[config.mk]
export PLATFORM = sky130hd
export DESIGN_NAME = mux_arb_nto1_reg
export DESIGN_NICKNAME = d
export VERILOG_FILES = /design/src/rtl/mux_arb_nto1_reg.sv
export SDC_FILE = /design/constraint.sdc
export NUM_CORES = 1
export LEC_CHECK = 0
export BUFFER_PORTS_ARGS = -buffer_cell sky130_fd_sc_hd__buf_2
export CAP_MARGIN = 20
export CORE_MARGIN = 5
export CORE_UTILIZATION = 28
export CTS_BUF_LIST = sky130_fd_sc_hd__clkbuf_4 sky130_fd_sc_hd__clkbuf_8
export DETAILED_ROUTE_END_ITERATION = 7
export MAX_ROUTING_LAYER = met4
export PLACE_DENSITY = 0.64
export SYNTH_ARGS = -nofsm -noshare
export SYNTH_HDL_FRONTEND = slang
export SYNTH_SLANG_ARGS = --single-unit
[constraint.sdc]
create_clock -name clk -period 2.7 [get_ports clk]
set_input_delay 0.405 -clock clk [delete_from_list [all_inputs] [get_ports clk]]
set_output_delay 0.405 -clock clk [all_outputs]
set_load 0.005 [all_outputs]
[src/rtl/mux_arb_nto1_reg.sv]
// N-to-1 registered selector with valid/ready handshake.
// MODE 0 takes an explicit channel select; MODE 1 arbitrates round-robin among valid channels.
module mux_arb_nto1_reg #(
  parameter int WIDTH  = 32,
  parameter int NUM_IN = 4,
  parameter int MODE   = 0,
  localparam int SEL_W = (NUM_IN > 1) ? $clog2(NUM_IN) : 1
) (
  input  logic                    clk,
  input  logic                    rst,
  input  logic [NUM_IN*WIDTH-1:0] in_data,
  input  logic [NUM_IN-1:0]       in_valid,
  output logic [NUM_IN-1:0]       in_ready,
  input  logic [SEL_W-1:0]        sel,
  output logic [WIDTH-1:0]        out_data,
  output logic                    out_valid,
  output logic [SEL_W-1:0]        out_ch,
  input  logic                    out_ready,
  output logic                    sel_err
);

  localparam logic [SEL_W:0]   num_in_c  = (SEL_W+1)'(NUM_IN);
  localparam logic [SEL_W-1:0] last_ch_c = SEL_W'(NUM_IN - 1);

  logic [SEL_W-1:0] grant_s;
  logic [SEL_W-1:0] ptr_r;
  logic [SEL_W-1:0] ptr_next_s;
  logic             grant_valid_s;
  logic             sel_in_range_s;
  logic             load_s;
  logic [WIDTH-1:0] grant_data_s;

  // Grant selection: explicit select (guarded against out-of-range) or round-robin search from ptr_r.
  always_comb begin : grant_comb
    int idx;
    grant_s        = '0;
    grant_valid_s  = 1'b0;
    idx            = 0;
    sel_in_range_s = ({1'b0, sel} < num_in_c);
    if (MODE == 0) begin
      if (sel_in_range_s) begin
        grant_s       = sel;
        grant_valid_s = in_valid[sel];
      end else begin
        grant_s       = '0;
        grant_valid_s = 1'b0;
      end
    end else begin
      for (int k = 0; k < NUM_IN; k++) begin
        idx = ((int'(ptr_r) + k) >= NUM_IN) ? (int'(ptr_r) + k - NUM_IN) : (int'(ptr_r) + k);
        if (!grant_valid_s && in_valid[idx]) begin
          grant_valid_s = 1'b1;
          grant_s       = SEL_W'(idx);
        end else begin
          grant_valid_s = grant_valid_s;
        end
      end
    end
    ptr_next_s = (grant_s == last_ch_c) ? '0 : (grant_s + SEL_W'(1));
  end

  assign load_s = !rst && (!out_valid || out_ready) && grant_valid_s;

  // Accept strobe and data mux for the granted channel.
  always_comb begin
    in_ready     = '0;
    grant_data_s = '0;
    for (int i = 0; i < NUM_IN; i++) begin
      if (grant_s == SEL_W'(i)) begin
        in_ready[i]  = load_s;
        grant_data_s = in_data[i*WIDTH +: WIDTH];
      end else begin
        in_ready[i]  = 1'b0;
      end
    end
  end

  // Output register, round-robin pointer and sticky select-error flag.
  always_ff @(posedge clk) begin
    if (rst) begin
      out_data  <= '0;
      out_valid <= 1'b0;
      out_ch    <= '0;
      sel_err   <= 1'b0;
      ptr_r     <= '0;
    end else begin
      if (load_s) begin
        out_data  <= grant_data_s;
        out_ch    <= grant_s;
        out_valid <= 1'b1;
      end else if (out_valid && out_ready) begin
        out_valid <= 1'b0;
      end else begin
        out_valid <= out_valid;
      end
      if (MODE == 0 && !sel_in_range_s) begin
        sel_err <= 1'b1;
      end else begin
        sel_err <= sel_err;
      end
      if (MODE != 0 && load_s) begin
        ptr_r <= ptr_next_s;
      end else begin
        ptr_r <= ptr_r;
      end
    end
  end

endmodule
; ---- After elaboration in Yosys (flattened, before gate mapping)
; Cells that the tools add are included.
[totals]
romBits = 0
out_inout_bits = 40
in_bits = 137
memories = 0
mem_bits_rw = 0
latch_bits = 0
regBits = 35
wordCells = 27
[classes]
n_addsub = 0
mux = 12
eq_ne = 3
order_cmp = 1
multipliers = 0
n_bitwise = 0
reduce_logical = 8
div_mod_pow = 0
n_shift = 0
[op_table]
columns = op, count
row1 = two-way mux 32 bit, 4
row2 = two-way mux 1 bit, 7
row3 = "equality test 2 bit, second input constant", 2
row4 = logical AND 1 bit, 3
row5 = "less-than comparator 2 x 3 -> 1 bit, second input constant", 1
row6 = binary-select mux 1 bit (select 2 bit), 1
row7 = "equality test 2 x 1 -> 1 bit, second input constant", 1
row8 = logical NOT 1 bit, 2
row9 = logical NOT 2 bit, 1
row10 = nonzero test 2 bit, 1
row11 = logical OR 1 bit, 1

; ---- Depth between registers and ports, before layout
; Gate-level depths: netlist of run 1.
[depth]
depth_word = 5
ltp_mapped = 6
depth_no_buf = 3

; ---- Worst setup path after synthesis of run 1
; No wires, ideal clock.
[synth_timing]
kind = input to output
startpoint = input sel[0]
endpoint = output in_ready[2]
arrival_ps = 1483
slack_ps = 812
t_required_ps = 2295
path_stages = 5
path_buffers = 2
cell_sequence = buf_6 mux4_2 buf_6 nand4_1 nor2_1
[synth_between]
elab_chain_len = 4
word_cells_on_any_way = 5
classes_between = eq/ne: 1 / mux: 3 / reduce/logical: 1
[synth_lines]
columns = item, line
row1 = start: declaration, 14  ; input logic [SEL_W-1:0] sel,
row2 = binary-select mux 1 bit (select 2 bit), 43  ; grant_valid_s = in_valid[sel];
row3 = two-way mux 1 bit (not written as such), 43
row4 = logical AND 1 bit, 62  ; assign load_s = !rst && (!out_valid || out_ready) && grant_valid_s;
row5 = two-way mux 1 bit (*), 69  ; if (grant_s == SEL_W'(i)) begin
row6 = end: declaration, 13  ; output logic [NUM_IN-1:0] in_ready,
; Every way passes the cells marked *; elsewhere a longest branch is shown, timed or not. The select of a mux whose other input is x is not followed.

; ---- Worst setup path in the final report of run 1
[layout_timing]
startpoint = input sel[1]
endpoint = output in_ready[2]
; The elaborated chain is that of the path after synthesis.

==> summary.md, run 1 <==
| Metric | Value |
|---|---|
| Final Hold Viols | 0 |
| ANT nets after route | 0 |
| Final GP Congestion | between 0.7 and 0.8 |
| Num CTS Buffers | 5 |
| GR Overflow Total | 0 |
| Most frequent cells in the layout | buf_2, dfxtp_1, a31o_1 |
| Tmin final | just under 2 ns |
| Chip width | approximately 100 um |
| # rows | 34 |
| Clk_skew | ~0.0094 ns |
| Diode count | 0 |
| Kind of critical path | input port to primary output |
| Crit-path max FO | 17 |
| Largest net degree at the start of global routing | 40 |
| # fillers | just under 900 |
| Worst-case clock buffer depth | 2 |
| Die area | 0.0106 mm^2 |
| Final instance area | 0.00343 mm^2 |
| Total setup buffers inserted after CTS | 0 |
| Biggest area consumer among synthesized cells | dfxtp_1 |
| Vias in the first global route | approximately 2400 |
| Antenna violations before repair | 0 |
| CP Data Arrival Time | about 1.6 ns |
| Nets | 490 |
| Post-cts sizing count | 0 |
| Startpoint types | input port |
| Fin crit share | 0.729 |
| Final Core Density | 0.399 |
| Placed Area | roughly 0.0033 mm^2 |
| DRC errors left | 0 |
| Tot GR Track Use | 0.142 |
| Clock slew at reported path FFs | roughly 0.080 ns |
| Critical Path End Type | primary output |
| H-tree level count | 2 |
| Initial core utilization | 0.282 |
| Layout area overhead | 41.7% |
| Sequential share of the synthesized area | 0.289 |
| Yosys cell types | 19 |
| 1st-pass router iterations | 4 |
| Synthesized flop and latch total | 35 |
| Hold WC Path Type | input port to flip-flop |
| VDD IR max | between 0.00015 and 0.0002 V |
| Reg2reg setup slack | 1.31 ns |
| DP Wirelength | just under 6 mm |
| Mapped Cells | between 150 and 200 |
| Endpoints failing setup | 0 |
| Core area | 0.00859 mm^2 |
| Max Cap Viol | 0 |
| Syn_nets | about 330 |
| Warnings from Yosys | 0 |
| Multi-input gate area | around 0.0015 mm^2 |
| Worst-skew pair later-pin latency | 0.29 ns |
| FF/Latch Area | 701 um^2 |
| Avg Inst Size Synth | 12.7 um^2 |
| Outcome | finished clean |
| Routed vias/inst | between 5 and 6 |
| Leak | 1.65 nW |
| Hold bufs inserted after CTS | 0 |
| Vias | roughly 2400 |
| Setup TNS | 0 ns |
| CP required | 2.30 ns |
| Port Buffers | between 150 and 200 |
| CTS tree | yes |
| Most common cell after layout, fill and taps aside | buf_2 |
| Pwr dens | 418 mW/mm^2 |
| First-pass GRT wire length | around 11 mm |
| Synth top area share | 0.289 |
| Unrepaired setup endpoints after global routing | no |
| CTS Sinks | 35 |
| Achievable frequency | 508 MHz |
| Netlist Area Pre-Place | between 0.002 and 0.0025 mm^2 |
| 1st-iter DRT viols | ~50 |
| Die H | 103 um |
| Share of layout cells above drive strength 1 | 0.605 |
| Overall routed net length | 7.51 mm |
| Io pins | around 180 |
| Wire length per cell | 16.3 um |
| Final Max Slew Viols | 0 |
| Clock root cell | clkbuf_8 |
| Synth top area cells | dfxtp_1, mux4_1, a31o_1 |
power breakdown:
| group | internal [W] | leakage [nW] | switching, W |
|---|---|---|---|
| sequential | 0.000570 | 0.288 | 0.0000240 |
| clock | 0.000243 | 0.0549 | 0.000187 |
| combinational | 0.000239 | 1.31 | 0.000174 |
final cells by class:
class | instances | area share
multi-input combinational | 117 | 0.440
clock buffer | 8 | 0.0303
tap | 108 | 0.0394
inverter | 10 | 0.0109
sequential | 35 | 0.204
timing repair buffer | 184 | 0.275
synthesized netlist by cell type, drive strengths merged:
| master | instances |
|---|---|
| inv | 10 |
| nand2b | 1 |
| nand4 | 7 |
| and4 | 29 |
| nand3 | 1 |
| dfxtp | 35 |
| clkbuf | 14 |
| a31o | 34 |
| mux4 | 33 |
| buf | 14 |
| conb | 1 |
| nor2 | 3 |
| a21oi | 8 |
path summary, 6_finish.rpt:
check	start	endpoint	cells after the start
hold / removal	rst	out_data[7]	2
setup reg to reg	out_valid	out_data[20]	5
hold reg to reg	out_data[9]	out_data[9]	1
setup / recovery	sel[1]	in_ready[2]	5
per-layer routing:
layer / routed length, um / share of wire / track usage
met5: 0 / 0 / -
met4: 59 / 0.0079 / 0.0359
met3: 619 / 0.082 / 0.0338
met2: 3930 / 0.52 / 0.254
met1: 2900 / 0.39 / 0.158
registers in the layout, summed over array words and instances (netlist names):
name / count
out_valid: 1
out_ch: 2
out_data: 32
logic make-up (layout without fill, tap and decap cells):
group,count (synthesis),in the layout,share of synthesized area
multiplexers,33,33,0.338
other,1,1,0.00155
AO/OA/AOI/OAI,42,42,0.150
flip-flops,35,35,0.289
buffers and inverters,38,202,0.0868
AND/OR/NAND/NOR,41,41,0.134
critical path, stage by stage:
cell     delay [ns]
buf_2          0.35
mux4_2         0.43
nand4_1        0.19
nor2_1         0.06
buf_2          0.13
metrics by stage:
step | power [W] | cells | worst slack (ns) | hold slack (ns)
2_1_floorplan | 0.000845 | 190 | 0.812 | 0.473
3_3_place_gp | 0.00101 | 454 | 0.693 | 0.451
3_5_place_dp | 0.00102 | 454 | 0.684 | 0.457
4_1_cts | 0.00147 | 462 | 0.711 | 0.450
5_1_grt | 0.00153 | 462 | 0.629 | 0.465
6_report | 0.00144 | 462 | 0.732 | 0.466
No activity file was read; power rests on OpenSTA's default activity.
==> run 2: changes to the inputs <==
==> constraint.sdc (replaced) <==
create_clock -name clk -period 1.87 [get_ports clk]
set_input_delay 0.2805 -clock clk [delete_from_list [all_inputs] [get_ports clk]]
set_output_delay 0.2805 -clock clk [all_outputs]
set_load 0.005 [all_outputs]
==> run 2 against run 1 <==
Sequential power increased by 44%; critical path type unchanged; largest power group unchanged; hold slack worse by 0.11 ns; clock power rose by 45%; cell count grew 0.65%.
==> summary.md, run 2 (synthesis results as in run 1) <==
| Metric | Value |
|---|---|
| Tmin final | ~1.7 ns |
| Routed vias/inst | between 5 and 6 |
| Antenna violations before repair | 0 |
| CP cell instances | buf_2 -> mux4_2 -> nand4_1 -> nor2_1 -> buf_2 |
| Crit. path cell count | 5 |
| Worst-case clock buffer depth | 2 |
| Largest net degree at the start of global routing | 33 |
| Critical Path End Type | primary output |
| Nets | between 400 and 500 |
| ANT nets after route | 0 |
| DP Wirelength | about 6.1 mm |
| R2r worst-path depth | 4 |
| Die H | 103 um |
| Io pins | between 150 and 200 |
| Port Buffers | 175 |
| CP required | between 1.5 and 2 ns |
| Max incr delay on CP | between 0.6 and 0.7 ns |
| CP Data Arrival Time | 1.45 ns |
| Leak | between 1.5 and 2 nW |
| Top delay family on crit path | multiplexers |
| Vias | 2351 |
| H-tree level count | 2 |
| Pwr dens | 602 mW/mm^2 |
| First-pass GRT wire length | about 11 mm |
| Core area | approximately 0.0086 mm^2 |
| Crit path from | sel[0] |
| CP bufs+invs | 2 |
| DRC errors left | 0 |
| Achievable frequency | between 500 and 600 MHz |
| Layout area overhead | 43.1% |
| Final Hold Viols | 0 |
| Endpoints failing setup | 0 |
| Num CTS Buffers | 5 |
| CTS tree | yes |
| Critical path capture point | in_ready[2] |
| Final GP Congestion | between 0.7 and 0.8 |
| Crit path max-delay cell type | mux4_2 |
| Initial core utilization | 0.282 |
| Final Max Slew Viols | 0 |
| 1st-iter DRT viols | between 50 and 60 |
| # rows | 34 |
| Most frequent cells in the layout | buf_2, dfxtp_1, a31o_1 |
| Tot GR Track Use | 0.143 |
| Reg2reg setup slack | 0.53 ns |
| Hold path cells | 2 |
| Kind of critical path | input port to primary output |
| Share of layout cells above drive strength 1 | 0.608 |
| Largest registers | out_data: 32 flops, out_ch: 2 flops, out_valid: 1 flops |
| Outcome | finished clean |
| Worst reg2reg startpoint | out_valid |
| Clock root cell | clkbuf_8 |
| Die area | approximately 0.011 mm^2 |
| Unrepaired setup endpoints after global routing | no |
| Overall routed net length | approximately 7.6 mm |
| GR Overflow Total | 0 |
| Diode count | 0 |
| Max FFs per register | 32 |
| Worst-skew pair later-pin latency | 0.28 ns |
| R2r endpoint | out_data[14] |
| Clk_skew | ~0.0031 ns |
| Vias in the first global route | 2428 |
| Hold bufs inserted after CTS | 0 |
| Biggest register | out_data |
| Hold WC Path Type | input port to flip-flop |
| CTS Sinks | 35 |
| 1st-pass router iterations | 4 |
| Final instance area | about 0.0035 mm^2 |
| Startpoint types | input port |
| Wire length per cell | about 16 um |
| Most common cell after layout, fill and taps aside | buf_2 |
| Clock slew at reported path FFs | ~0.070 ns |
| Max Cap Viol | 0 |
| VDD IR max | about 0.00021 V |
| Total setup buffers inserted after CTS | 0 |
| Fin crit share | 0.925 |
| Post-cts sizing count | 0 |
| Setup TNS | 0 ns |
| Crit-path max FO | 11 |
| Top cell by count, worst path | buf_2 |
| Chip width | between 100 and 150 um |
| Placed Area | ~0.0034 mm^2 |
==> run 2: changes by cell type in the layout (fill, tap and decap cells not counted) <==
cell | before | now
buf_4 | 9 | 11
buf_12 | 0 | 1
==> run 2: how the worst min path moves through the flow <==
| stage | slack [ns] | to | start |
|---|---|---|---|
| floorplan | 0.47 | out_data[10] | out_data[10] |
| global placement | 0.45 | out_data[28] | out_data[28] |
| detailed placement | 0.46 | out_data[25] | out_data[25] |
| CTS | 0.34 | out_data[8] | rst |
| global route | 0.36 | out_data[0] | rst |
| finish | 0.36 | out_data[29] | rst |
==> run 2: layout make-up <==
cell class,instances,area (um^2)
Clock buffer,8,104
Fill cell,872,5130
Inverter,10,37.5
Multi-Input combinational cell,117,1510
Sequential cell,35,701
Tap cell,108,135
Timing Repair Buffer,187,978
==> run 2: worst reg2reg max path, stage by stage, from the launching register on <==
cell	delay, ns
dfxtp_1	0.33
nand2b_1	0.22
buf_4	0.30
and4_1	0.21
a31o_1	0.18
==> run 2: metal layers <==
layer	GRT usage	vias to the layer above	share of wire
li1	-	1139	-
met1	0.167	1113	0.40
met2	0.253	95	0.52
met5	-	-	0
met3	0.0250	4	0.072
met4	0.0359	0	0.0077
==> run 2: report_power, final <==
| part | internal, W | switching [W] |
|---|---|---|
| Sequential | 0.000822 | 0.0000359 |
| Combinational | 0.000354 | 0.000253 |
| Clock | 0.000351 | 0.000271 |
==> run 2: stage by stage <==
stage	total power, W	worst slack [ns]	hold slack [ns]	cells	util
final	0.00209	0.140	0.356	465	0.403
after global routing	0.00222	0.0775	0.358	465	0.403
after CTS	0.00213	0.134	0.343	465	0.403
after detailed placement	0.00149	0.0764	0.457	457	0.391
after global placement	0.00147	0.100	0.452	457	0.391
after floorplan	0.00122	0.225	0.473	190	-
==> run 3: changes to the inputs <==
--- a/config.mk
+++ b/config.mk
@@ -6,7 +6,7 @@
 export NUM_CORES = 1
 export LEC_CHECK = 0
 export BUFFER_PORTS_ARGS = -buffer_cell sky130_fd_sc_hd__buf_2
-export CAP_MARGIN = 20
+export CORE_ASPECT_RATIO = 1.1
 export CORE_MARGIN = 5
 export CORE_UTILIZATION = 28
 export CTS_BUF_LIST = sky130_fd_sc_hd__clkbuf_4 sky130_fd_sc_hd__clkbuf_8
==> run 3 against run 2 <==
Utilization increased by 0.96 points; clock power is 9.8% lower; via count increased by 1.5%; cell area is 0.18% higher; setup slack about the same; combinational power is essentially flat.
==> summary.md, run 3 (synthesis results as in run 1) <==
| Metric | Value |
|---|---|
| Worst-case clock buffer depth | 2 |
| VDD IR max | roughly 0.00025 V |
| Most frequent cells in the layout | buf_2, dfxtp_1, a31o_1 |
| Diode count | 0 |
| Worst-skew pair later-pin latency | approximately 0.28 ns |
| Tmin final | around 1.7 ns |
| Unrepaired setup endpoints after global routing | no |
| Share of layout cells above drive strength 1 | 0.607 |
| Biggest register | out_data |
| Post-cts sizing count | 0 |
| Routed vias/inst | roughly 5 |
| Vias | about 2400 |
| Port Buffers | approximately 180 |
| Core area | about 0.0084 mm^2 |
| Crit-path max FO | 6 |
| Most common cell after layout, fill and taps aside | buf_2 |
| First-pass GRT wire length | around 11 mm |
| Reg2reg setup slack | 0.63 ns |
| H-tree level count | 2 |
| ANT nets after route | 0 |
| Overall routed net length | ~7.4 mm |
| Io pins | 177 |
| Hold bufs inserted after CTS | 0 |
| Num CTS Buffers | 5 |
| Total setup buffers inserted after CTS | 0 |
| Die H | around 110 um |
| Hold WC Path Type | input port to flip-flop |
| Setup TNS | 0 ns |
| Final Max Slew Viols | 0 |
| CTS tree | yes |
| Antenna violations before repair | 0 |
| Achievable frequency | roughly 580 MHz |
| Outcome | finished clean |
| Final GP Congestion | around 0.77 |
| Kind of critical path | input port to primary output |
| Largest net degree at the start of global routing | a little under 70 |
| Wire length per cell | about 16 um |
| Initial core utilization | 0.288 |
| Final Hold Viols | 0 |
| 1st-pass router iterations | 4 |
| Total power | 0.00203 W |
| DRC errors left | 0 |
| Chip width | 98.7 um |
| Die area | 0.0106 mm^2 |
| Fin crit share | 0.925 |
| Max FFs per register | 32 |
| Final Core Density | 0.413 |
| Critical Path End Type | primary output |
| Pwr dens | around 600 mW/mm^2 |
| 1st-iter DRT viols | 89 |
| DP Wirelength | between 5 and 6 mm |
| CTS Sinks | 35 |
| CP Data Arrival Time | approximately 1.5 ns |
| Nets | between 400 and 500 |
| CP required | about 1.6 ns |
| Leak | 1.67 nW |
| Clk_skew | ~0.0047 ns |
| Clock root cell | clkbuf_8 |
| Tot GR Track Use | 0.137 |
| Layout area overhead | 43.4% |
| Largest registers | out_data: 32 flops, out_ch: 2 flops, out_valid: 1 flops |
| Pre-CTS WS | between 0.04 and 0.05 ns |
| GR Overflow Total | 0 |
| Vias in the first global route | ~2500 |
| Startpoint types | input port |
| Endpoints failing setup | 0 |
| Clock slew at reported path FFs | roughly 0.07 ns |
| # rows | 35 |
| Max Cap Viol | 0 |
| Final WS setup | roughly 0.14 ns |
run 3: cell types whose count changed in the layout (fill, tap and decap cells not counted), sizes merged:
cell / change
clkbuf: -1
buf: -1
clkinv: +1
run 3: layout make-up:
class / instances / area [um^2]
Fill cell: 847 / 4930
Multi-Input combinational cell: 117 / 1510
Timing Repair Buffer: 186 / 996
Sequential cell: 35 / 701
Tap cell: 111 / 139
Clock buffer: 7 / 83.8
Inverter: 10 / 37.5
Clock inverter: 1 / 5.00
run 3: critical path, cell delays in order:
cell,delay (ns)
buf_2,0.19
mux4_2,0.58
nand4_1,0.21
nor2_1,0.06
buf_2,0.13
run 3: path summary, 6_finish.rpt:
path                      from      endpoint  cells past startpoint
setup / recovery        sel[0]   in_ready[3]                      5
hold / removal             rst  out_data[29]                      2
setup reg to reg     out_valid  out_data[18]                      4
hold reg to reg   out_data[28]  out_data[28]                      1
run 3: metrics by stage:
stage,instances,area [um^2],hold slack [ns]
2_1_floorplan,190,2420,0.473
3_3_place_gp,459,3380,0.452
3_5_place_dp,459,3380,0.457
4_1_cts,467,3470,0.339
5_1_grt,467,3470,0.334
6_report,467,3470,0.352
run 3: power by group:
group / leakage, nW / switching (W) / internal, W
combinational: 1.33 / 0.000250 / 0.000359
sequential: 0.288 / 0.0000339 / 0.000822
clock: 0.0491 / 0.000270 / 0.000291
total: 1.67 / 0.000554 / 0.00147
run 3: per-layer routing:
layer | part of all wire | GRT usage | vias to the layer above | routed length [um]
met2 | 0.51 | 0.236 | 101 | 3810
met3 | 0.074 | 0.0356 | 6 | 547
li1 | - | - | 1135 | -
met1 | 0.40 | 0.160 | 1144 | 2990
met5 | 0 | - | - | 0
met4 | 0.0097 | 0.0322 | 0 | 72
